$ cat config.mk
export PLATFORM = sky130hd
export DESIGN_NAME = gpio_in_conditioner_flat
export DESIGN_NICKNAME = d
export VERILOG_FILES = /design/src/rtl/gpio_in_conditioner_if.sv /design/src/rtl/gpio_in_conditioner.sv /design/src/flat_wrapper.sv
export SDC_FILE = /design/constraint.sdc
export NUM_CORES = 1
export LEC_CHECK = 0
export ABC_AREA = 1
export ABC_CLOCK_PERIOD_IN_PS = 1300
export BUFFER_PORTS_ARGS = -buffer_cell sky130_fd_sc_hd__buf_2
export CAP_MARGIN = 0
export CORE_MARGIN = 2
export CORE_UTILIZATION = 49
export DETAILED_ROUTE_END_ITERATION = 12
export GPL_TIMING_DRIVEN = 0
export PLACE_DENSITY = 0.85
export RECOVER_POWER = 50
export SLEW_MARGIN = 40
export SYNTH_ARGS = -nofsm -noshare
export SYNTH_HDL_FRONTEND = slang
export SYNTH_SLANG_ARGS = --single-unit
export TNS_END_PERCENT = 5
$ cat constraint.sdc
create_clock -name clk -period 1.3 [get_ports clk]
set_clock_uncertainty 0.2 [all_clocks]
set_input_delay 0.26 -clock clk [delete_from_list [all_inputs] [get_ports clk]]
set_output_delay 0.26 -clock clk [all_outputs]
set_load 0.02 [all_outputs]
$ cat src/rtl/gpio_in_conditioner_if.sv
// gpio_in_conditioner_if: pad inputs, controls and conditioned outputs of one GPIO input port.
interface gpio_in_conditioner_if #(parameter int GPIO_WIDTH = 8);
  logic [GPIO_WIDTH-1:0] pad_in;
  logic                  bypass;
  logic [GPIO_WIDTH-1:0] evt_clr;
  logic [GPIO_WIDTH-1:0] gpio_clean;
  logic [GPIO_WIDTH-1:0] rise_evt;
  logic [GPIO_WIDTH-1:0] fall_evt;
  logic                  irq;
  modport master (output pad_in, bypass, evt_clr, input gpio_clean, rise_evt, fall_evt, irq);
  modport slave  (input pad_in, bypass, evt_clr, output gpio_clean, rise_evt, fall_evt, irq);
endinterface

$ cat src/rtl/gpio_in_conditioner.sv
// gpio_in_conditioner: two-flop synchronizer, per-bit debounce and sticky edge events with level irq.
module gpio_in_conditioner #(
  parameter int GPIO_WIDTH      = 8,
  parameter int DEBOUNCE_CYCLES = 4
) (
  input logic clk,
  input logic rst,
  gpio_in_conditioner_if.slave io
);
  localparam int CW = $clog2(DEBOUNCE_CYCLES + 1);
  localparam logic [CW-1:0] CNT_LAST = CW'(DEBOUNCE_CYCLES - 1);
  logic [GPIO_WIDTH-1:0] sync1_q, sync2_q, clean_q, clean_d, rise_q, rise_d, fall_q, fall_d;
  logic [CW-1:0] cnt_q [GPIO_WIDTH];
  logic [CW-1:0] cnt_d [GPIO_WIDTH];
  logic [GPIO_WIDTH-1:0] upd;
  always_comb begin
    clean_d = clean_q;
    rise_d  = rise_q;
    fall_d  = fall_q;
    cnt_d   = cnt_q;
    upd     = '0;
    for (int i = 0; i < GPIO_WIDTH; i++) begin
      upd[i]   = (sync2_q[i] != clean_q[i]) && (io.bypass || cnt_q[i] == CNT_LAST);
      cnt_d[i] = (io.bypass || sync2_q[i] == clean_q[i] || upd[i]) ? '0 : cnt_q[i] + CW'(1);
      clean_d[i] = upd[i] ? sync2_q[i] : clean_q[i];
      // a new event in the same cycle as its clear takes priority
      rise_d[i] = (upd[i] && sync2_q[i]) || (rise_q[i] && !io.evt_clr[i]);
      fall_d[i] = (upd[i] && !sync2_q[i]) || (fall_q[i] && !io.evt_clr[i]);
    end
  end
  always_ff @(posedge clk) begin
    if (rst) begin
      sync1_q <= '0;
      sync2_q <= '0;
      clean_q <= '0;
      rise_q  <= '0;
      fall_q  <= '0;
      cnt_q   <= '{default: '0};
    end else begin
      sync1_q <= io.pad_in;
      sync2_q <= sync1_q;
      clean_q <= clean_d;
      rise_q  <= rise_d;
      fall_q  <= fall_d;
      cnt_q   <= cnt_d;
    end
  end
  assign io.gpio_clean = clean_q;
  assign io.rise_evt   = rise_q;
  assign io.fall_evt   = fall_q;
  assign io.irq        = |{rise_q, fall_q};
endmodule

$ cat src/flat_wrapper.sv
// flat-port wrapper written by rule: the top's interface ports become plain ports
module gpio_in_conditioner_flat 
#(
  parameter int GPIO_WIDTH      = 8,
  parameter int DEBOUNCE_CYCLES = 4
)
  (clk, rst, io_pad_in, io_bypass, io_evt_clr, io_gpio_clean, io_rise_evt, io_fall_evt, io_irq);
  gpio_in_conditioner_if #(.GPIO_WIDTH(GPIO_WIDTH)) io_i ();
  input logic clk;
  input logic rst;
  input wire logic [$bits(io_i.pad_in)-1:0] io_pad_in;
  input wire logic [$bits(io_i.bypass)-1:0] io_bypass;
  input wire logic [$bits(io_i.evt_clr)-1:0] io_evt_clr;
  output wire logic [$bits(io_i.gpio_clean)-1:0] io_gpio_clean;
  output wire logic [$bits(io_i.rise_evt)-1:0] io_rise_evt;
  output wire logic [$bits(io_i.fall_evt)-1:0] io_fall_evt;
  output wire logic [$bits(io_i.irq)-1:0] io_irq;
  assign io_i.pad_in = io_pad_in;
  assign io_i.bypass = io_bypass;
  assign io_i.evt_clr = io_evt_clr;
  assign io_gpio_clean = io_i.gpio_clean;
  assign io_rise_evt = io_i.rise_evt;
  assign io_fall_evt = io_i.fall_evt;
  assign io_irq = io_i.irq;
  gpio_in_conditioner #(.GPIO_WIDTH(GPIO_WIDTH), .DEBOUNCE_CYCLES(DEBOUNCE_CYCLES)) u_core (.clk(clk), .rst(rst), .io(io_i));
endmodule
==> impl_results.md <==
- Setup crit end kind: primary output
- Clock Latency Late Sink: 340 ps
- Final setup fails: 24
- Critical Path, Cell by Cell: nor2_4 -> nand2_2 -> nor2_1 -> nand2_1 -> buf_6
- End point of the critical path: io_irq
- Antenna Nets Post-Route: 0
- Synth area leaders: dfxtp_1 50%, nand2_1 13%, nor2_1 10%, inv_1 9.6%, ha_1 7.9%
- IR drop worst, VDD: around 0.00087 V
- Highest clock rate: 0.615 GHz
- Tcrit/Tclk final: 125%
- Post-synth EDFFs: 0
- RSZ-0062 raised after global routing: true
- DRC Markers: 0
- Largest net degree at the start of global routing: 11
- Measured slew at the worst slew-check pin: ~440 ps
- Die H: 76.1 µm
- Filler cell count: 363
- Peak fanout along the critical path: 3
- MaxCap Viol Count: 0
- Syn_nets: 376
- Core footprint: a little over 0.005 mm²
- Post-synthesis cell area: 0.00254 mm²
- Initial antenna violation count: 0
- Yosys reg bits: 64
- DRT Pass-1 Iters: 4
- Worst reg2reg path depth: 7
- Cells after Synth: 341
- CP required: 840 ps
- Top-area cell type share of the netlist area: 50.4%
- Setup TNS: -1310 ps
- Initial Util: 50.4%
- Worst min path class: in -> reg
- Core Rows: 26
- Area growth, synth to finish: 45.8%
- Die width: 76.1 µm
- Final WS setup: -326 ps
- Outcome: finished with violations
- Mean Syn Cell Area: 7.46 µm²
- Global route overflow: 0
- CP Launch Point: u_core.io.fall_evt[6]
- 1st-iter DRT viols: between 100 and 150
- Via count: ~2300
- Clock Pin Slew Worst Setup and Hold Paths: 60 ps
- I/O Buffers: 43
- Worst R2R Start: u_core.cnt_q[6]
- Slowest cell on the critical path: dfxtp_4
- Commonest cells in the netlist: 90 x nand2_1, 69 x nor2_1, 65 x inv_1
- Num CTS Buffers: 9
- H-tree Lvls: 3
- GPL Wtd Cong: 0.770
- Total GRT Usage: 21.3%
- Worst hold path depth: 4
- ANT cells: 0
- Final core utilization: 73.6%
- Vias per cell: 4.64
- Nets@finish: 451
- WL per Instance: 12.6 µm
- Clock tree root buffer cell: clkbuf_8
- Vias in the first global route: between 2000 and 2500
- Most numerous cell in the Yosys netlist: nand2_1
- Violated checks: setup timing
- Final hold vios: 0
- CTS tree: done
- Post-synthesis sequential area ratio: 50.4%
- First-pass GRT wire length: 9.56 mm
- DIE AREA: 0.00578 mm²
- Synth unique cells: 11
- R2R setup slack: -90 ps
- Final WL: 6.16 mm
- CTS sink count: 64
- Worst reg2reg path endpoint: u_core.cnt_q[8]
- Post-DP HPWL: 3.39 mm
- Startpoint types: flop
- Kind of critical path: reg -> out
- PwrDens: 1060 mW/mm²
- Slew headroom: 70.8%
- Pins Over Slew Limit: 0
- Syn. warnings: 0
- Largest area contributor in the netlist: dfxtp_1
- Crit path time final: approximately 1600 ps
- # IOs: 44
- Share of post-route cells with drive strength above 1: 36.8%
- Hold slack: about 120 ps
- Critical Path Max Stage Delay: 360 ps
- Max clock buf depth: 2
- Static leakage: 1.66 nW
- Ys flop type: dfxtp_1
- Ys async rst share: 0%
- Critical Path AT: 1170 ps
[cell usage in the layout (no fill, tap or decap), types with 4 or more instances in the layout]
cell,count
a21oi_1,12
nor2_1,62
dfxtp_1,30
dlygate4sd3_1,16
nand2_4,7
nor2_4,9
dfxtp_2,21
a21oi_2,4
ha_2,6
inv_2,6
inv_1,58
dfxtp_4,13
buf_6,27
clkbuf_8,13
buf_4,5
ha_4,8
nand2_2,10
nand2_1,76
nand3_1,8
buf_2,17
[repair_timing]
action,4_1_cts,5_1_grt
gates resized for setup,93,75
hold buffers,16,0
endpoints found under the setup margin,67,71
endpoints found under the hold margin,22,0
setup buffers,2,3
pin swaps,9,22
[kinds of logic (layout without fill, tap and decap cells)]
logic type	after synthesis	count (layout)	share of synthesized area (%)
compound gates	16	16	3.15
fa+ha+maj	16	16	7.87
buf+inv	70	147	11.6
flops	64	64	50.4
simple gates	175	175	27.0
[how the worst min path moves through the flow]
stage	startpoint	end	slack, ps
global placement	u_core.sync1_q[6]	u_core.sync2_q[6]	190
floorplan	io_pad_in[0]	u_core.sync1_q[0]	170
global route	rst	u_core.io.gpio_clean[2]	130
detailed placement	u_core.sync1_q[0]	u_core.sync2_q[0]	200
CTS	rst	u_core.io.gpio_clean[2]	70
finish	rst	u_core.io.gpio_clean[2]	120
[worst max-delay path, delay by kind of cell, from the launching register on]
| family | cells | cell delay (ps) |
|---|---|---|
| buf+inv | 1 | 130 |
| flops | 1 | 360 |
| simple gates | 4 | 330 |
[report_power, final]
group	leakage [nW]	internal, mW	switching (mW)	total (mW)
Sequential	0.541	1.99	0.0382	2.03
Combinational	1.02	0.163	0.202	0.365
Clock	0.0935	0.868	0.672	1.54
[state kept, by name, indices dropped and copies added (netlist names)]
name	count
u_core.cnt_q	24
u_core.io.fall_evt	8
u_core.io.gpio_clean	8
u_core.io.rise_evt	8
u_core.sync1_q	8
u_core.sync2_q	8
[layer usage]
| layer | global-route usage (%) | vias up | part of all wire, % |
|---|---|---|---|
| met3 | 8.65 | 14 | 5.8 |
| met4 | 7.09 | 0 | 1.6 |
| met2 | 40.1 | 62 | 54 |
| met5 | 0 | - | 0 |
| met1 | 21.2 | 1037 | 39 |
| li1 | - | 1149 | - |
[cell type report]
class | count | area [µm²] | share of cell area [%]
well taps | 70 | 87.6 | 2.36
repair buffers | 64 | 573 | 15.4
plain buffers | 4 | 31.3 | 0.843
flip-flops and latches | 64 | 1360 | 36.6
clock buffers | 13 | 179 | 4.82
multi-input cells | 207 | 1230 | 33.2
inverters | 66 | 253 | 6.81
[metrics by stage]
step           cell area, µm²  worst slack, ps  instances  power [mW]
2_1_floorplan            2550            -4.85        341        2.24
3_3_place_gp             2850            -77.2        454        2.33
3_5_place_dp             2850             -131        454        2.33
4_1_cts                  3440             -358        485        3.93
5_1_grt                  3710             -402        488        4.08
6_report                 3710             -326        488        3.93
(Power assumes the default switching activity.)
